--- config.mk ---
export PLATFORM = sky130hd
export DESIGN_NAME = idmem_bridge
export DESIGN_NICKNAME = d
export VERILOG_FILES = /design/src/rtl/idmem_bridge_pkg.sv /design/src/rtl/idmem_bridge_done.sv /design/src/rtl/idmem_bridge.sv
export SDC_FILE = /design/constraint.sdc
export NUM_CORES = 1
export LEC_CHECK = 0
export CAP_MARGIN = 20
export CORE_MARGIN = 5
export CORE_UTILIZATION = 41
export CTS_CLUSTER_SIZE = 14
export DETAILED_ROUTE_END_ITERATION = 8
export MAX_ROUTING_LAYER = met4
export PLACE_DENSITY = 0.84
export RECOVER_POWER = 50
export SLEW_MARGIN = 20
export SYNTH_ARGS = -nofsm -noshare
export SYNTH_HDL_FRONTEND = slang
export SYNTH_SLANG_ARGS = --single-unit
--- constraint.sdc ---
create_clock -name clk -period 2.3 [get_ports clk]
set_input_delay 0.575 -clock clk [delete_from_list [all_inputs] [get_ports clk]]
set_output_delay 0.575 -clock clk [all_outputs]
set_load 0.05 [all_outputs]
--- src/rtl/idmem_bridge_pkg.sv ---
// Shared types for the fetch/data to sram-like bus bridge.
package idmem_bridge_pkg;

    typedef enum logic [2:0] {
        IDLE,
        D_ADDR,
        D_DATA,
        I_ADDR,
        I_DATA
    } bridge_state_t;

    localparam logic [1:0] SZ_BYTE = 2'd0;
    localparam logic [1:0] SZ_HALF = 2'd1;
    localparam logic [1:0] SZ_WORD = 2'd2;

    // Stall sources handed to the hazard unit.
    typedef struct packed {
        logic imem;
        logic dmem;
    } busy_ok_t;

endpackage

--- src/rtl/idmem_bridge_done.sv ---
// Per-port completion tracker: done flag, returned-data register and the
// same-cycle bypass of the bus response.
module req_done_tracker #(
    parameter int unsigned DATA_W = 32
) (
    input  logic              clk,
    input  logic              resetn,
    input  logic              hold,
    input  logic              clear,
    input  logic              capture,
    input  logic [DATA_W-1:0] bus_rdata,
    output logic              done,
    output logic [DATA_W-1:0] rdata
);

    logic [DATA_W-1:0] rdata_q;

    always_ff @(posedge clk) begin
        if (!resetn) begin
            done    <= 1'b0;
            rdata_q <= '0;
        end else begin
            if (capture) begin
                rdata_q <= bus_rdata;
            end
            // A held stage keeps the completed result until it advances.
            if (clear) begin
                done <= 1'b0;
            end else if (capture) begin
                done <= hold;
            end else if (!hold) begin
                done <= 1'b0;
            end
        end
    end

    assign rdata = capture ? bus_rdata : rdata_q;

endmodule

--- src/rtl/idmem_bridge.sv ---
// Single-outstanding bridge from the F-stage fetch port and M-stage data
// port onto one sram-like bus; data wins arbitration.
module idmem_bridge
    import idmem_bridge_pkg::*;
#(
    parameter int unsigned ADDR_W = 32,
    parameter int unsigned DATA_W = 32
) (
    input  logic              clk,
    input  logic              resetn,
    input  logic              inst_req,
    input  logic [ADDR_W-1:0] inst_addr,
    input  logic              inst_hold,
    input  logic              inst_cancel,
    output logic [DATA_W-1:0] inst_rdata,
    input  logic              data_req,
    input  logic              data_wr,
    input  logic [1:0]        data_size,
    input  logic [ADDR_W-1:0] data_addr,
    input  logic [DATA_W-1:0] data_wdata,
    input  logic              data_hold,
    output logic [DATA_W-1:0] data_rdata,
    output logic              imem_busy,
    output logic              dmem_busy,
    output logic              bus_req,
    output logic              bus_wr,
    output logic [1:0]        bus_size,
    output logic [ADDR_W-1:0] bus_addr,
    output logic [DATA_W-1:0] bus_wdata,
    input  logic              bus_addr_ok,
    input  logic              bus_data_ok,
    input  logic [DATA_W-1:0] bus_rdata
);

    bridge_state_t state;
    logic          stale;
    logic          d_done;
    logic          i_done;
    logic          d_ack;
    logic          i_ack;
    busy_ok_t      busy;

    assign d_ack = (state == D_DATA) && bus_data_ok;
    assign i_ack = (state == I_DATA) && bus_data_ok;

    assign busy.dmem = data_req && !d_done && !d_ack;
    assign busy.imem = inst_req && !i_done && !(i_ack && !stale);
    assign dmem_busy = busy.dmem;
    assign imem_busy = busy.imem;

    always_ff @(posedge clk) begin
        if (!resetn) begin
            state     <= IDLE;
            bus_req   <= 1'b0;
            bus_wr    <= 1'b0;
            bus_size  <= '0;
            bus_addr  <= '0;
            bus_wdata <= '0;
            stale     <= 1'b0;
        end else begin
            case (state)
                IDLE: begin
                    if (data_req && !d_done) begin
                        state     <= D_ADDR;
                        bus_req   <= 1'b1;
                        bus_wr    <= data_wr;
                        bus_size  <= data_size;
                        bus_addr  <= data_addr;
                        bus_wdata <= data_wdata;
                    end else if (inst_req && !i_done) begin
                        state     <= I_ADDR;
                        bus_req   <= 1'b1;
                        bus_wr    <= 1'b0;
                        bus_size  <= SZ_WORD;
                        bus_addr  <= inst_addr;
                        bus_wdata <= '0;
                    end
                end
                D_ADDR: begin
                    if (bus_addr_ok) begin
                        state   <= D_DATA;
                        bus_req <= 1'b0;
                    end
                end
                I_ADDR: begin
                    if (bus_addr_ok) begin
                        state   <= I_DATA;
                        bus_req <= 1'b0;
                    end
                    if (inst_cancel) begin
                        stale <= 1'b1;
                    end
                end
                D_DATA: begin
                    if (bus_data_ok) begin
                        state <= IDLE;
                    end
                end
                I_DATA: begin
                    // The response closing the transaction always drains stale.
                    if (bus_data_ok) begin
                        state <= IDLE;
                        stale <= 1'b0;
                    end else if (inst_cancel) begin
                        stale <= 1'b1;
                    end
                end
                default: state <= IDLE;
            endcase
        end
    end

    req_done_tracker #(.DATA_W(DATA_W)) u_data_done (
        .clk       (clk),
        .resetn    (resetn),
        .hold      (data_hold),
        .clear     (1'b0),
        .capture   (d_ack),
        .bus_rdata (bus_rdata),
        .done      (d_done),
        .rdata     (data_rdata)
    );

    req_done_tracker #(.DATA_W(DATA_W)) u_inst_done (
        .clk       (clk),
        .resetn    (resetn),
        .hold      (inst_hold),
        .clear     (inst_cancel && (state == IDLE)),
        .capture   (i_ack && !stale),
        .bus_rdata (bus_rdata),
        .done      (i_done),
        .rdata     (inst_rdata)
    );

endmodule

# == Yosys cells after proc, flatten, opt, wreduce, memory -nomap -nowiden ==
# Index checks and enable logic that the tools add are counted.
# totals
ff_bits,138
inputBits,140
output_inout_bits,134
word_cells,73
# classes
n_eq_ne,11
muxes,27
bitwise_logic,1
n_reduce_logical,23
# op_table
operator,count
2-to-1 mux 32 bit,6
2-to-1 mux 3 bit,5
one-hot mux 3 bit (4 select lines),1
2-to-1 mux 1 bit,11
logical AND 1 bit,8
"!= test 2 x 1 -> 1 bit, second input constant",4
"== test 3 x 2 -> 1 bit, second input constant",2
nonzero test 2 bit,3
OR reduction 2 bit,3
logical NOT 1 bit,5
2-to-1 mux 2 bit,2
"!= test 2 bit, second input constant",2
one-hot mux 1 bit (2 select lines),2
AND reduction 4 bit,1
"== test 3 x 1 -> 1 bit, second input constant",1
"== test 3 bit, second input constant",1
logical NOT 3 bit,1
"!= test 3 bit, second input constant",1
AND reduction 3 bit,1
AND reduction 2 bit,1
inverter 1 bit,1

# == Longest topological paths before layout ==
# Gate-level depths: netlist of the first run.
# logic_depth
word_depth,5
depth_mapped,7
depth_no_buf,4

# == By module ==
# Synthesis of the first run repeated with hierarchy kept, for this count alone.
# hier_totals
cells_unflattened,553
area_unflattened_um2,6050.8
# modules_own_cells
mod,n_inst,cells_each,area_each_um2
idmem_bridge,1,339,3180.6
req_done_tracker,2,107,1435.1

# == Worst setup path before layout of the first run ==
# Ideal clock, no wire load.
# synth_timing
path_type,input-to-output
start,input port bus_data_ok
end,output port dmem_busy
t_arrival_ps,1675
slack_ps,50
path_stages,4
cell_sequence,nor4bb_1 buf_4 buf_6 nor2_1
# synth_via
elab_chain_cells,3
# synth_lines
item,line_no,rtl
start: declaration,idmem_bridge.sv:31,"input logic bus_data_ok,"
logical AND 1 bit,idmem_bridge.sv:43,assign d_ack = (state == D_DATA) && bus_data_ok;
logical NOT 1 bit,idmem_bridge.sv:46,assign busy.dmem = data_req && !d_done && !d_ack;
logical AND 1 bit,idmem_bridge.sv:46,
end: declaration,idmem_bridge.sv:24,"output logic dmem_busy,"
# No other way between the ends.

# == Worst setup path in the final report of the first run ==
# layout_timing
start,register state[2]
end,output port data_rdata[3]
# layout_via
elab_chain_cells,3
# layout_lines
item,line_no,rtl
start: declaration,idmem_bridge.sv:35,bridge_state_t state;
start signal: assignment,idmem_bridge.sv:53,state <= IDLE;
start signal: assignment,idmem_bridge.sv:64,state <= D_ADDR;
start signal: assignment,idmem_bridge.sv:71,state <= I_ADDR;
== test 3 x 2 -> 1 bit,idmem_bridge.sv:43,
logical AND 1 bit,idmem_bridge.sv:43,
2-to-1 mux 32 bit,idmem_bridge_done.sv:37,assign rdata = capture ? bus_rdata : rdata_q;
end: declaration,idmem_bridge.sv:22,"output logic [DATA_W-1:0] data_rdata,"
# No other way between the ends.

==> results of run 1 <==
-- path summary, 6_finish.rpt --
check                              endpoint  slack, ns                      from
setup / recovery              data_rdata[3]      -0.21     state[2]$_SDFFE_PN0P_
hold / removal     bus_addr[4]$_SDFFE_PN0P_       0.49  bus_addr[4]$_SDFFE_PN0P_
setup reg to reg  bus_addr[25]$_SDFFE_PN0P_       0.48     state[0]$_SDFFE_PN0P_
hold reg to reg    bus_addr[4]$_SDFFE_PN0P_       0.49  bus_addr[4]$_SDFFE_PN0P_
-- worst max-delay path, cell delays in order, from the launching register on --
cell and delay, ns:
dfxtp_2 0.35, nor4bb_4 0.34, buf_6 0.20, clkbuf_16 0.16, mux2_4 0.31, buf_6 0.16
-- flip-flops by register name (all words and copies together) (netlist names) --
name and flops:
bus_size 2, u_inst_done.rdata_q 32, state 3, bus_wr 1, bus_req 1, bus_addr 32, stale 1, u_data_done.done 1
u_data_done.rdata_q 32, bus_wdata 32, u_inst_done.done 1
-- power by group --
part / switching, mW / internal (mW) / total [mW]
clock: 0.973 / 1.60 / 2.57
combinational: 1.25 / 0.906 / 2.15
sequential: 0.0869 / 2.57 / 2.66
-- metrics by stage --
step / worst slack (ns) / std cells / setup TNS, ns / power [mW] / util
detailed placement: -0.5638 / 977 / -31.44 / 4.787 / 0.6393
CTS: -0.2169 / 1017 / -11.12 / 7.442 / 0.7037
global route: -0.2994 / 1020 / -16.61 / 7.701 / 0.7092
finish: -0.2109 / 1021 / -10.31 / 7.380 / 0.7094
global placement: -0.5477 / 977 / -29.53 / 4.757 / 0.6393
floorplan: 0.05033 / 546 / 0 / 4.019 / -
-- cells in the mapped netlist, types with 2 or more instances --
master,instances
a311oi_2,13
a21oi_1,3
a22oi_1,34
nand2_1,66
nor2_1,45
buf_4,4
buf_6,9
nand2b_1,2
clkbuf_1,21
dfxtp_1,138
mux2_1,8
buf_2,9
a311oi_1,19
mux2_2,9
and2_1,65
inv_1,2
buf_8,2
mux2_4,48
nor2b_1,33
-- cells by family after synthesis --
| kind of cell | share of synthesized area |
|---|---|
| simple gates | 0.1945 |
| flops | 0.4751 |
| compound gates | 0.1231 |
| mux | 0.1569 |
| buf+inv | 0.05036 |
-- area by class of cell --
type                            count  area [um^2]
Fill cell                        1008         4034
Timing Repair Buffer              307         3455
Multi-Input combinational cell    361         2828
Sequential cell                   138         2769
Clock buffer                       25        495.5
Tap cell                          180        225.2
Clock inverter                      7        65.06
Inverter                            2        7.507
Antenna cell                        1        2.502
-- what timing repair did --
| item | CTS | global route |
|---|---|---|
| hold endpoints to repair | 0 | 0 |
| gates cloned | 1 | 2 |
| gates resized for setup | 76 | 13 |
| endpoints found under the setup margin | 66 | 66 |
| setup buffers | 7 | 2 |
| hold buffers | 0 | 0 |
| pin swaps | 1 | 1 |
-- layer usage --
layer | global-route usage | up-vias | wire length (um)
met1 | 0.2395 | 2379 | 7146
met2 | 0.3552 | 199 | 9159
met4 | 0.09018 | 0 | 418
met5 | - | - | 0
met3 | 0.07131 | 26 | 1452
li1 | - | 2442 | -
==> impl_metrics.ini, run 1 <==
[status]
status = finished, violations left
violations = negative setup slack

[timing]
tightest_slew_ns = 0.5590
min_period_over_period = 1.092
worst_slack_ns = -0.2109
maxSlewViolCount = 0
hold_viol = 0
setup_violations = 65
slew_headroom = 0.6262
clock.fmax_mhz = 398.3
min_period_ns = 2.511
rsz0062_at_grt = yes
finClkSkew_ns = 0.01327
worst_hold_slack_ns = 0.4943

[critical_path]
worstPathArrival_ns = 1.94
reg2reg_depth = 6
crit_path_max_fanout = 7
cp-start-kind = flop
criticalPathCategory = flop to output port
cp-end-kind = output port
required_ns = 1.73

[place]
place_area_um2 = 8874
hpwl_um = 12530
port_buffers = 273
gp_congestion = 0.8279

[yosys]
synth_cell_type_count = 35
synth_seq_cells = 138
netlist.area_leader.share = 0.4751
synth_ff_type = dfxtp_1
synth_nets = 686
synth-edff-count = 0
syn_area_per_cell_um2 = 10.65
syn_inst = 546
netlist_area_um2 = 5814
ys_warn_count = 0
yosys-top-cells-area = dfxtp_1, mux2_4, and2_1, a22oi_1, nand2_1
synth_top_area_cell = dfxtp_1
synthArstFlopShare = 0
yosysSeqAreaShare = 0.4751

[clock_tree]
htreeDepth = 4
clock_path_buffers = 2
cts_tree = yes
root_buffer = clkbuf_16
cts_made_buffers = 17
path_clk_slew_ns = 0.06
clkLatencyLatePin_ns = 0.41
clkSinkCount = 138

[finish]
fin_area_um2 = 9847
mostFrequentLayoutCell = clkdlybuf4s50_1
fin_nets = 967
drive_above_1_share = 0.2571
area_growth_syn_to_layout_pct = 69.36
layout_common_cells = clkdlybuf4s50_1, dfxtp_1, nand2_1, and2_1, mux2_4

[route]
initialDrtViolationCount = 169
routedWlPerCell_um = 17.80
num_vias = 5046
drc = 0
dr.pass1.iters = 4
finalWirelength_um = 18180
viasPerCell = 4.942
drtAntennaViolNets = 0

[floorplanning]
die_w_um = 129.1
initial_core_util = 0.4189
die_h_um = 129.1
io_pins = 274
row_count = 43
dieArea_um2 = 16660
core_um2 = 13880

[hold_path]
hold_path_depth = 2
min_path_type = flop to flop

[pwr]
power.leakage_nw = 3.961
p_per_area_nw_per_um2 = 749.5
ir_worst_vdd_uv = 580.1

[global_route]
grt_pass1_vias = 5288
grt_usage = 0.2154
antenna_found_initial = 0
grt_first_pass_wirelength_um = 27330
grt_start_max_net_pins = 98
gr-total-overflow = 0

[flow_run]
maxCapViolations = 0
Power figures use the tool's default switching activity.
==> run 2, diff against run 1 <==
--- a/config.mk
+++ b/config.mk
@@ -8,9 +8,9 @@
 export CAP_MARGIN = 20
 export CORE_MARGIN = 5
 export CORE_UTILIZATION = 41
+export CTS_CLUSTER_DIAMETER = 50
 export CTS_CLUSTER_SIZE = 14
 export DETAILED_ROUTE_END_ITERATION = 8
-export MAX_ROUTING_LAYER = met4
 export PLACE_DENSITY = 0.84
 export RECOVER_POWER = 50
 export SLEW_MARGIN = 20
==> run 2 against run 1 <==
Against the previous run:
- the run still ends with negative setup slack left
- first-iteration DRC count is 11% higher
- largest power group unchanged
- cell count did not move
- count of clock-buffer cells in the layout unchanged
- largest cell class unchanged
==> impl_metrics.ini, run 2 (synthesis gave the netlist of run 1 again) <==
[place]
placedCellCount = 977
hpwl_um = 12530
gp_congestion = 0.8157
place_area_um2 = 8874
port_buffers = 273

[flow_run]
maxCapViolations = 0

[pwr]
ir_worst_vdd_uv = 581.9
pwr-share-clk = 0.348
p_int_mw = 5.073
power.leakage_nw = 3.961
p_sw_mw = 2.303
p_per_area_nw_per_um2 = 749.1
seqPwrFrac = 0.360
p_sw_frac = 0.3123
combPwrFrac = 0.292

[route]
finalWirelength_um = 18120
num_vias = 5039
viasPerCell = 4.935
initialDrtViolationCount = 188
drc = 0
routedWlPerCell_um = 17.74
dr.pass1.iters = 4
drtAntennaViolNets = 0

[timing]
rsz0062_at_grt = yes
finClkSkew_ns = 0.01035
worst_slack_ns = -0.2111
clock.fmax_mhz = 398.2
tightest_slew_ns = 0.5590
min_period_ns = 2.511
slew_headroom = 0.6262
setup_violations = 65
hold_viol = 0
min_period_over_period = 1.092
maxSlewViolCount = 0

[global_route]
grt_usage = 0.2086
grt_first_pass_wirelength_um = 27340
grt_pass1_vias = 5291
grt_start_max_net_pins = 98
gr-total-overflow = 0
antenna_found_initial = 0

[finish]
area_growth_syn_to_layout_pct = 69.36
mostFrequentLayoutCell = clkdlybuf4s50_1
fin_nets = 967
drive_above_1_share = 0.2571
fillers = 1008
fin_cells = 1021
fin_area_um2 = 9847
layout_common_cells = clkdlybuf4s50_1, dfxtp_1, nand2_1, and2_1, mux2_4

[floorplanning]
io_pins = 274
dieArea_um2 = 16660
core_um2 = 13880
die_w_um = 129.1
row_count = 43
die_h_um = 129.1
initial_core_util = 0.4189

[status]
violations = negative setup slack
status = finished, violations left

[hold_path]
min_path_type = flop to flop

[clock_tree]
clkLatencyLatePin_ns = 0.41
root_buffer = clkbuf_16
clkSinkCount = 138
clock_path_buffers = 2
htreeDepth = 4
path_clk_slew_ns = 0.06
cts_tree = yes
cts_made_buffers = 17

[critical_path]
cp-end-kind = output port
worstPathArrival_ns = 1.94
criticalPathCategory = flop to output port
cp-start-kind = flop
required_ns = 1.73
crit_path_max_fanout = 7
## run 2: layout make-up
class,count,area [um^2],area share
Timing Repair Buffer,307,3455,0.3508
Multi-Input combinational cell,361,2828,0.2872
Sequential cell,138,2769,0.2812
Clock buffer,25,495.5,0.05032
Tap cell,180,225.2,0.02287
Clock inverter,7,65.06,0.006607
Inverter,2,7.507,0.0007624
Antenna cell,1,2.502,0.0002541
## run 2: repair_timing
item / CTS / global route
cloned: 1 / 2
gates resized for setup: 76 / 13
hold buffers: 0 / 0
pin swaps: 1 / 1
setup buffers: 7 / 2
endpoints found under the setup margin: 66 / 66
hold endpoints to repair: 0 / 0
## run 2: path summary, 6_finish.rpt
| check | cells past startpoint | from | to | slack [ns] |
|---|---|---|---|---|
| min reg2reg | 2 | bus_addr[4]$_SDFFE_PN0P_ | bus_addr[4]$_SDFFE_PN0P_ | 0.50 |
| min | 2 | bus_addr[4]$_SDFFE_PN0P_ | bus_addr[4]$_SDFFE_PN0P_ | 0.50 |
| max reg2reg | 6 | state[0]$_SDFFE_PN0P_ | bus_addr[25]$_SDFFE_PN0P_ | 0.48 |
| max | 5 | state[2]$_SDFFE_PN0P_ | data_rdata[3] | -0.21 |
## run 2: critical path, cell delays in order (launching register included)
cell,delay [ns]
dfxtp_2,0.35
nor4bb_4,0.34
buf_6,0.20
clkbuf_16,0.16
mux2_4,0.31
buf_6,0.16
## run 2: routing by layer
layer | up-vias | part of all wire | global-route usage
met5 | - | 0 | 0
met1 | 2372 | 0.38 | 0.2300
met3 | 28 | 0.095 | 0.08533
met4 | 0 | 0.024 | 0.09018
li1 | 2443 | - | -
met2 | 196 | 0.50 | 0.3546
## run 2: power by group through the flow
stage | registers [mW] | logic [mW] | clock network, mW
3_5_place_dp | 2.70 | 2.08 | 0
3_3_place_gp | 2.70 | 2.06 | 0
4_1_cts | 2.66 | 2.15 | 2.64
6_report | 2.66 | 2.15 | 2.57
5_1_grt | 2.68 | 2.27 | 2.76
2_1_floorplan | 3.19 | 0.830 | 0
## run 2: through the flow
step           utilization  hold WS [ns]  TNS (ns)  worst slack [ns]  power, mW
2_1_floorplan            -        0.4852         0           0.05033      4.019
6_report            0.7094        0.4974    -10.40           -0.2111      7.376
5_1_grt             0.7092        0.5122    -16.60           -0.2994      7.699
3_3_place_gp        0.6393        0.4835    -29.53           -0.5477      4.757
4_1_cts             0.7037        0.4982    -11.12           -0.2169      7.442
3_5_place_dp        0.6393        0.4892    -31.44           -0.5638      4.787
